File: src/rtl/rand_range_sampler_if.sv
// rtl/rand_range_sampler_if.sv - request and output stream bundle for rand_range_sampler
interface rand_range_sampler_if #(
  parameter int CNT_W = 4
);
  logic             req_valid_i;
  logic             req_ready_o;
  logic [1:0]       req_mode_i;
  logic [CNT_W-1:0] req_count_i;
  logic             out_valid_o;
  logic             out_ready_i;
  logic [7:0]       out_data_o;
  logic             out_last_o;

  modport slave (
    input  req_valid_i, req_mode_i, req_count_i, out_ready_i,
    output req_ready_o, out_valid_o, out_data_o, out_last_o
  );

  modport master (
    output req_valid_i, req_mode_i, req_count_i, out_ready_i,
    input  req_ready_o, out_valid_o, out_data_o, out_last_o
  );
endinterface

File: src/rtl/rand_range_sampler.sv
// rtl/rand_range_sampler.sv - maps raw LFSR samples into bounded values; optional RANGE_REJECT_LIMIT_EN
module rand_range_sampler #(
  parameter int S_WIDTH    = 8,
  parameter int FIFO_DEPTH = 4,
  parameter int CNT_W      = 4
) (
  input  logic               clk,
  input  logic               rst_n,
  input  logic [S_WIDTH-1:0] rnd_i,
  input  logic               rnd_valid_i,
  output logic               lfsr_start_o,
  output logic               busy_o,
  rand_range_sampler_if.slave bus
);

  localparam int AW = $clog2(FIFO_DEPTH);
  localparam int RW = CNT_W + 1;

  typedef enum logic {IDLE, DRAW} state_e;

  state_e        state_q, state_d;
  logic [1:0]    mode_q, mode_d;
  logic [RW-1:0] rem_q, rem_d;
  logic          seeded_q, seeded_d;

  logic [8:0]    mem_q [FIFO_DEPTH];
  logic [AW-1:0] wr_ptr_q, rd_ptr_q;
  logic [AW:0]   cnt_q;

  logic          fifo_full;
  logic          fifo_empty;
  logic          eval;
  logic          accept;
  logic          push;
  logic          pop;
  logic          push_last;
  logic [7:0]    value;
  logic [5:0]    v6;

  // Only the low byte of the raw word is meaningful; wider words are tolerated.
  logic          unused_rnd;
  assign unused_rnd = ^rnd_i;

  assign fifo_full  = (cnt_q == (AW+1)'(FIFO_DEPTH));
  assign fifo_empty = (cnt_q == '0);
  assign eval       = (state_q == DRAW) && rnd_valid_i && !fifo_full;
  assign push       = eval && accept;
  assign pop        = !fifo_empty && bus.out_ready_i;
  assign push_last  = (rem_q == RW'(1));
  assign busy_o     = (state_q == DRAW);

`ifdef RANGE_REJECT_LIMIT_EN
  logic [3:0] rej_cnt_q, rej_cnt_d;

  // Consecutive mode-2 rejection counter; cleared on burst start and on every push.
  always_comb begin
    rej_cnt_d = rej_cnt_q;
    if (state_q == IDLE && bus.req_valid_i) begin
      rej_cnt_d = 4'd0;
    end else if (push) begin
      rej_cnt_d = 4'd0;
    end else if (eval) begin
      rej_cnt_d = rej_cnt_q + 4'd1;
    end
  end

  // Rejection counter register.
  always_ff @(posedge clk or negedge rst_n) begin
    if (!rst_n) begin
      rej_cnt_q <= 4'd0;
    end else begin
      rej_cnt_q <= rej_cnt_d;
    end
  end
`endif

  // Map the current raw sample according to the burst mode and decide accept/reject.
  always_comb begin
    v6     = rnd_i[5:0];
    accept = 1'b0;
    value  = 8'd0;
    case (mode_q)
      2'd1: begin
        accept = 1'b1;
        value  = {6'd0, rnd_i[1:0]};
      end
      2'd2: begin
        if (v6 < 6'd40) begin
          accept = 1'b1;
          value  = {2'b00, v6} + 8'd1;
        end
`ifdef RANGE_REJECT_LIMIT_EN
        else if (rej_cnt_q == 4'hF) begin
          // Folds 40..63 onto 17..40 so a stuck source still makes progress.
          accept = 1'b1;
          value  = {2'b00, v6} - 8'd23;
        end
`endif
      end
      default: begin
        accept = 1'b1;
        value  = rnd_i[7:0];
      end
    endcase
  end

  // Burst FSM next state, request handshake and one-shot LFSR start.
  always_comb begin
    state_d         = state_q;
    mode_d          = mode_q;
    rem_d           = rem_q;
    seeded_d        = seeded_q;
    bus.req_ready_o = 1'b0;
    lfsr_start_o    = 1'b0;
    case (state_q)
      IDLE: begin
        bus.req_ready_o = 1'b1;
        if (bus.req_valid_i) begin
          mode_d       = bus.req_mode_i;
          rem_d        = {1'b0, bus.req_count_i} + RW'(1);
          state_d      = DRAW;
          lfsr_start_o = !seeded_q;
          seeded_d     = 1'b1;
        end
      end
      DRAW: begin
        if (push) begin
          rem_d = rem_q - RW'(1);
          if (push_last) begin
            state_d = IDLE;
          end
        end
      end
      default: state_d = IDLE;
    endcase
  end

  // FSM and burst bookkeeping registers.
  always_ff @(posedge clk or negedge rst_n) begin
    if (!rst_n) begin
      state_q  <= IDLE;
      mode_q   <= 2'd0;
      rem_q    <= '0;
      seeded_q <= 1'b0;
    end else begin
      state_q  <= state_d;
      mode_q   <= mode_d;
      rem_q    <= rem_d;
      seeded_q <= seeded_d;
    end
  end

  // FIFO pointers and occupancy; push and pop may coincide.
  always_ff @(posedge clk or negedge rst_n) begin
    if (!rst_n) begin
      wr_ptr_q <= '0;
      rd_ptr_q <= '0;
      cnt_q    <= '0;
    end else begin
      if (push) begin
        wr_ptr_q <= wr_ptr_q + 1'b1;
      end
      if (pop) begin
        rd_ptr_q <= rd_ptr_q + 1'b1;
      end
      case ({push, pop})
        2'b10:   cnt_q <= cnt_q + 1'b1;
        2'b01:   cnt_q <= cnt_q - 1'b1;
        default: cnt_q <= cnt_q;
      endcase
    end
  end

  // FIFO storage of {last, data}; contents need no reset since occupancy gates the output.
  always_ff @(posedge clk) begin
    if (push) begin
      mem_q[wr_ptr_q] <= {push_last, value};
    end
  end

  assign bus.out_valid_o = !fifo_empty;
  assign bus.out_data_o  = fifo_empty ? 8'd0 : mem_q[rd_ptr_q][7:0];
  assign bus.out_last_o  = fifo_empty ? 1'b0 : mem_q[rd_ptr_q][8];

endmodule

File: src/flat_wrapper.sv
// flat-port wrapper written by rule: the top's interface ports become plain ports
module rand_range_sampler_flat 
#(
  parameter int S_WIDTH    = 8,
  parameter int FIFO_DEPTH = 4,
  parameter int CNT_W      = 4
)
  (clk, rst_n, rnd_i, rnd_valid_i, lfsr_start_o, busy_o, bus_req_valid_i, bus_req_mode_i, bus_req_count_i, bus_out_ready_i, bus_req_ready_o, bus_out_valid_o, bus_out_data_o, bus_out_last_o);
  rand_range_sampler_if #(.CNT_W(CNT_W)) bus_i ();
  input  logic clk;
  input  logic rst_n;
  input  logic [S_WIDTH-1:0] rnd_i;
  input  logic rnd_valid_i;
  output logic lfsr_start_o;
  output logic busy_o;
  input wire logic [$bits(bus_i.req_valid_i)-1:0] bus_req_valid_i;
  input wire logic [$bits(bus_i.req_mode_i)-1:0] bus_req_mode_i;
  input wire logic [$bits(bus_i.req_count_i)-1:0] bus_req_count_i;
  input wire logic [$bits(bus_i.out_ready_i)-1:0] bus_out_ready_i;
  output wire logic [$bits(bus_i.req_ready_o)-1:0] bus_req_ready_o;
  output wire logic [$bits(bus_i.out_valid_o)-1:0] bus_out_valid_o;
  output wire logic [$bits(bus_i.out_data_o)-1:0] bus_out_data_o;
  output wire logic [$bits(bus_i.out_last_o)-1:0] bus_out_last_o;
  assign bus_i.req_valid_i = bus_req_valid_i;
  assign bus_i.req_mode_i = bus_req_mode_i;
  assign bus_i.req_count_i = bus_req_count_i;
  assign bus_i.out_ready_i = bus_out_ready_i;
  assign bus_req_ready_o = bus_i.req_ready_o;
  assign bus_out_valid_o = bus_i.out_valid_o;
  assign bus_out_data_o = bus_i.out_data_o;
  assign bus_out_last_o = bus_i.out_last_o;
  rand_range_sampler #(.S_WIDTH(S_WIDTH), .FIFO_DEPTH(FIFO_DEPTH), .CNT_W(CNT_W)) u_core (.clk(clk), .rst_n(rst_n), .rnd_i(rnd_i), .rnd_valid_i(rnd_valid_i), .lfsr_start_o(lfsr_start_o), .busy_o(busy_o), .bus(bus_i));
endmodule
File: config.mk
export PLATFORM = sky130hd
export DESIGN_NAME = rand_range_sampler_flat
export DESIGN_NICKNAME = d
export VERILOG_FILES = /design/src/rtl/rand_range_sampler_if.sv /design/src/rtl/rand_range_sampler.sv /design/src/flat_wrapper.sv
export SDC_FILE = /design/constraint.sdc
export NUM_CORES = 1
export LEC_CHECK = 0
export CORE_UTILIZATION = 50
export DETAILED_ROUTE_END_ITERATION = 10
export DONT_BUFFER_PORTS = 1
export SLEW_MARGIN = 10
export SYNTH_ARGS = -nofsm -noshare
export SYNTH_HDL_FRONTEND = slang
export SYNTH_SLANG_ARGS = --single-unit
File: constraint.sdc
create_clock -name clk -period 2.64 [get_ports clk]
set_input_delay 0.528 -clock clk [delete_from_list [all_inputs] [get_ports clk]]
set_output_delay 0.528 -clock clk [all_outputs]
set_load 0.1 [all_outputs]
==> impl_metrics.py, run 1 <==
metrics = {
    "synthesis": {
        "netlist_area_um2": 2490,
        "ys_async_sr_fraction_pct": 30.8,
        "syn_inst": 182,
        "yosysTopAreaCellShare_pct": 43.4,
        "ys_seq_area_share_pct": 59.5,
        "synth-seq-cells": 52,
        "synth_ff_type": "edfxtp_1",
        "synth_fp_nets": 213,
        "yosys_warnings": 0,
        "yosys-top-cells-area": "edfxtp_1 43%, dfrtp_1 16%, mux4_2 8.1%, ha_1 5.5%, and2_1 4.3%",
        "synth_top_cell_by_area": "edfxtp_1",
        "yosys-top-cells-count": "36 x edfxtp_1, 17 x and2_1, 16 x dfrtp_1, 16 x inv_1",
        "syn_avg_cell_area_um2": 13.7,
        "synth.most_common_cell": "edfxtp_1",
        "synth_edf_count": 36,
        "ys_types": 39,
    },
    "clock_network": {
        "insertion_delay_ns": 0.30,
        "cts.root.buffer_cell": "clkbuf_8",
        "clock_path_buffers": 2,
        "post_cts.repair.setup_buffers": 0,
        "htreeDepth": 2,
        "ctsResizeCount": 0,
        "cts_tree": "built",
        "clkTransAtPathRegs_ns": 0.09,
        "cts_inserted_buffers": 5,
        "clock_sinks": 52,
    },
    "detailed_routing": {
        "drc": 0,
        "wl_um": 4380,
        "via_per_inst": 5.47,
        "antenna_left": 0,
        "vias": 1461,
        "wl_per_cell_um": 16.4,
        "drtPass1Iterations": 4,
        "drt_iter0_markers": 56,
    },
    "die": {
        "die_w_um": 72.6,
        "start_util_pct": 52.4,
        "dieArea_um2": 5270,
        "io_pins": 32,
        "die_h_um": 72.6,
        "rows": 25,
        "core_um2": 4750,
    },
    "layout": {
        "nNetsFinal": 230,
        "synthToLayoutAreaGrowth_pct": 16.7,
        "antenna_cells": 0,
        "final_layout_size_suffix_gt1_share_pct": 18.5,
        "multi_input_area_um2": 917,
        "n_fill_cell": 385,
        "ff_latch_area_um2": 1480,
    },
    "critical_path": {
        "crit_buf_inv": 2,
        "arrival_ns": 1.92,
        "worst_path_largest_cell_delay_ns": 0.54,
        "crit_family": "simple AND/OR/NAND/NOR gates",
        "start_kind": "register",
        "crit_chain": "or3_1 > buf_4 > and2_1 > buf_12",
        "crit_path_max_fanout": 10,
        "crit_type": "reg -> out",
        "endpoint_kind": "output port",
        "crit_required_ns": 2.11,
        "critPathSlowestCell": "or3_1",
    },
    "timing": {
        "tightest_slew_ns": 0.842,
        "final.setup_skew_ns": 0.00297,
        "fmax_mhz": 409,
        "hold_viol": 0,
        "slew_violations": 0,
        "slew_headroom_pct": 43.0,
        "rsz0062_at_grt": "no",
        "timing.hold.ws_ns": 0.353,
        "period_share_pct": 92.7,
        "finalSetupViolations": 0,
        "min_period_ns": 2.45,
    },
    "placement": {
        "io_buffers": 0,
        "gp_congestion": 0.753,
        "hpwl_um": 3270,
    },
    "hold_path": {
        "hold_class": "in -> reg",
    },
    "run_status": {
        "outcome": "complete, no violations",
    },
    "grt": {
        "track_usage_pct": 18.6,
        "gr-total-overflow": 0,
        "grt_pass1_wl_um": 7070,
        "grt_pass1_vias": 1508,
        "antenna_found_initial": 0,
        "grt_max_degree": 18,
    },
    "job": {
        "drv_cap": 0,
    },
}
[registers in the layout, indices dropped and copies added, names as in the netlist]
signal           cells
u_core.wr_ptr_q      2
u_core.busy_o        1
u_core.rd_ptr_q      2
u_core.seeded_q      1
u_core.mode_q        2
u_core.mem_q        36
u_core.cnt_q         3
u_core.rem_q         5
[placed cells by master (no fill, tap or decap), types with 4 or more instances in the layout]
cell / instances
edfxtp_1: 36
mux4_2: 9
and2_1: 17
o21ai_0: 9
ha_1: 11
buf_12: 11
nor2_1: 7
xnor2_1: 4
clkbuf_8: 5
xor2_1: 5
inv_1: 15
nand2_1: 11
dfrtp_1: 15
[cell families after synthesis]
family / Yosys count / synth area share, %
AO/OA/AOI/OAI: 26 / 7.33
multiplexers: 9 / 8.14
XOR/XNOR: 9 / 3.16
adder cells (fa/ha/maj): 12 / 6.33
AND/OR/NAND/NOR: 53 / 11.8
buffers and inverters: 21 / 3.82
flip-flops: 52 / 59.5
[per-layer routing]
| layer | global-route usage [%] | routed length, µm |
|---|---|---|
| met5 | 0 | 0 |
| met4 | 5.88 | 57 |
| met3 | 5.80 | 211 |
| met2 | 30.7 | 2130 |
| met1 | 23.6 | 1980 |
[worst reg2reg max path, stage by stage, from the launching register on]
cell and delay, ns:
dfrtp_1 0.39, inv_1 0.07, ha_1 0.22, o211ai_1 0.18, and3_4 0.26, inv_1 0.07
ha_1 0.17, inv_1 0.06, fa_1 0.37, xor2_1 0.15, nor2_1 0.13, xor2_1 0.15
[what timing repair did]
| item | 4_1_cts | 5_1_grt |
|---|---|---|
| setup endpoints to repair | 0 | 0 |
| hold endpoints to repair | 16 | 0 |
| hold buffers | 1 | 0 |
[worst paths after layout]
kind	from	end	slack, ns	cells after the start
worst max-delay path	u_core.cnt_q[1]	bus_out_data_o[0]	0.19	4
worst min-delay path	bus_req_mode_i[1]	u_core.mode_q[1]	0.35	2
worst max register to register	u_core.mode_q[0]	u_core.cnt_q[2]	0.33	11
worst min register to register	u_core.seeded_q	u_core.seeded_q	0.49	1
max in group asynchronous	rst_n	u_core.busy_o	1.37	1
min in group asynchronous	rst_n	u_core.rd_ptr_q[1]	0.74	1
[metrics by stage]
| step | cells | setup slack [ns] | TNS [ns] | util (%) | area (µm²) |
|---|---|---|---|---|---|
| floorplan | 182 | -0.0123 | -0.0123 | - | 2500 |
| global placement | 258 | 0.436 | 0 | 58.7 | 2790 |
| detailed placement | 258 | 0.312 | 0 | 58.7 | 2790 |
| CTS | 267 | 0.169 | 0 | 61.2 | 2910 |
| global route | 267 | 0.100 | 0 | 61.2 | 2910 |
| finish | 267 | 0.193 | 0 | 61.2 | 2910 |
[cell type report]
| cell class | count | area share [%] |
|---|---|---|
| clock buffer | 6 | 2.50 |
| clock inverter | 2 | 1.20 |
| inverter | 16 | 2.19 |
| multi-input combinational | 109 | 31.5 |
| sequential | 52 | 51.0 |
| tap | 67 | 2.88 |
| timing repair buffer | 15 | 8.69 |
Power of run 1 is not shown: default switching activity piles up to over one toggle a cycle in this logic, so the estimate is an artifact.
==> run 2: changes to the inputs <==
--- a/config.mk
+++ b/config.mk
@@ -5,9 +5,10 @@
 export SDC_FILE = /design/constraint.sdc
 export NUM_CORES = 1
 export LEC_CHECK = 0
-export CORE_UTILIZATION = 50
+export CORE_UTILIZATION = 55
 export DETAILED_ROUTE_END_ITERATION = 10
 export DONT_BUFFER_PORTS = 1
+export PLACE_DENSITY = 0.7
 export SLEW_MARGIN = 10
 export SYNTH_ARGS = -nofsm -noshare
 export SYNTH_HDL_FRONTEND = slang
==> impl_metrics.py, run 2 (synthesized netlist as in run 1, its figures left out) <==
metrics = {
    "layout": {
        "final_common_cell": "edfxtp_1",
        "top_regs": "u_core.mem_q (36), u_core.rem_q (5), u_core.cnt_q (3)",
        "largest_reg_flops": 36,
        "final_layout_size_suffix_gt1_share_pct": 18.5,
        "antenna_cells": 0,
        "fin_area_um2": 2880,
        "regMostFlops": "u_core.mem_q",
        "utilization_pct": 66.1,
        "ff_latch_area_um2": 1480,
        "multi_input_area_um2": 917,
        "n_fill_cell": 313,
        "synthToLayoutAreaGrowth_pct": 15.6,
        "nNetsFinal": 230,
        "final_cell_mix": "36 x edfxtp_1, 17 x and2_1, 15 x inv_1, 15 x dfrtp_1",
    },
    "detailed_routing": {
        "wl_per_cell_um": 18.1,
        "drc": 0,
        "via_per_inst": 5.74,
        "wl_um": 4570,
        "vias": 1447,
        "drt_iter0_markers": 93,
        "antenna_left": 0,
        "drtPass1Iterations": 4,
    },
    "die": {
        "core_um2": 4350,
        "dieArea_um2": 4800,
        "rows": 24,
        "start_util_pct": 57.2,
        "die_h_um": 69.3,
        "die_w_um": 69.3,
        "io_pins": 32,
    },
    "grt": {
        "grt_pass1_vias": 1651,
        "grt_pass1_wl_um": 7780,
        "grt_max_degree": 18,
        "gr-total-overflow": 0,
        "antenna_found_initial": 0,
        "track_usage_pct": 20.9,
    },
    "timing": {
        "final.setup_skew_ns": 0.00509,
        "fin_setup_tns_ns": 0,
        "min_period_ns": 2.51,
        "period_share_pct": 94.9,
        "tightest_slew_ns": 0.746,
        "slew_violations": 0,
        "slew_headroom_pct": 50.1,
        "rsz0062_at_grt": "no",
        "fmax_mhz": 399,
        "hold_viol": 0,
        "worst_slack_ns": 0.135,
        "finalSetupViolations": 0,
    },
    "clock_network": {
        "hold_buffers": 1,
        "cts_tree": "built",
        "htreeDepth": 2,
        "clock_sinks": 52,
        "post_cts.repair.setup_buffers": 0,
        "cts_inserted_buffers": 5,
        "clkTransAtPathRegs_ns": 0.09,
        "ctsResizeCount": 0,
        "clock_path_buffers": 2,
        "insertion_delay_ns": 0.30,
        "cts.root.buffer_cell": "clkbuf_8",
    },
    "placement": {
        "hpwl_um": 3290,
        "io_buffers": 0,
        "pre_cts_ws_ns": 0.386,
        "gp_congestion": 0.772,
        "placed_area_um2": 2760,
    },
    "critical_path": {
        "endpoint_kind": "output port",
        "start_kind": "register",
        "crit_buf_inv": 2,
        "crit_family": "flip-flops",
        "worst_path_largest_cell_delay_ns": 0.53,
        "crit_type": "reg -> out",
        "crit_required_ns": 2.11,
        "arrival_ns": 1.98,
        "critPathSlowestCell": "dfrtp_1",
        "crit_path_max_fanout": 6,
        "crit_chain": "buf_4 > mux4_2 > and2_1 > buf_12",
    },
    "run_status": {
        "outcome": "complete, no violations",
    },
    "job": {
        "drv_cap": 0,
    },
    "hold_path": {
        "hold_class": "in -> reg",
    },
}
run 2: layout make-up:
| cell class | count | area share, % |
|---|---|---|
| clock buffers | 5 | 2.39 |
| clock inverters | 3 | 1.48 |
| inverters | 16 | 2.22 |
| multi-input cells | 109 | 31.8 |
| flip-flops and latches | 52 | 51.5 |
| well taps | 52 | 2.26 |
| repair buffers | 15 | 8.34 |
run 2: layer usage:
metal	part of all wire [%]	track usage, %	wire length [µm]	vias to the layer above
met5	0	0	0	-
met4	0.96	5.44	44	0
met3	4.8	3.92	217	5
met2	49	36.0	2260	35
met1	45	27.3	2050	708
li1	-	-	-	699
run 2: through the flow:
step / std cells / hold slack, ns
2_1_floorplan: 182 / 0.232
3_3_place_gp: 243 / 0.234
5_1_grt: 252 / 0.361
4_1_cts: 252 / 0.345
3_5_place_dp: 243 / 0.234
6_report: 252 / 0.347
run 2: worst paths after layout:
| kind | start | to | slack (ns) | cells after the start |
|---|---|---|---|---|
| min in group asynchronous | rst_n | u_core.cnt_q[0] | 0.73 | 1 |
| worst min register to register | u_core.cnt_q[2] | u_core.cnt_q[2] | 0.51 | 1 |
| worst min-delay path | bus_req_mode_i[0] | u_core.mode_q[0] | 0.35 | 2 |
| max in group asynchronous | rst_n | u_core.busy_o | 1.40 | 1 |
| worst max-delay path | u_core.rd_ptr_q[0] | bus_out_data_o[1] | 0.13 | 4 |
| worst max register to register | u_core.mode_q[0] | u_core.cnt_q[2] | 0.39 | 11 |
Power of run 2 is left out for the same reason.
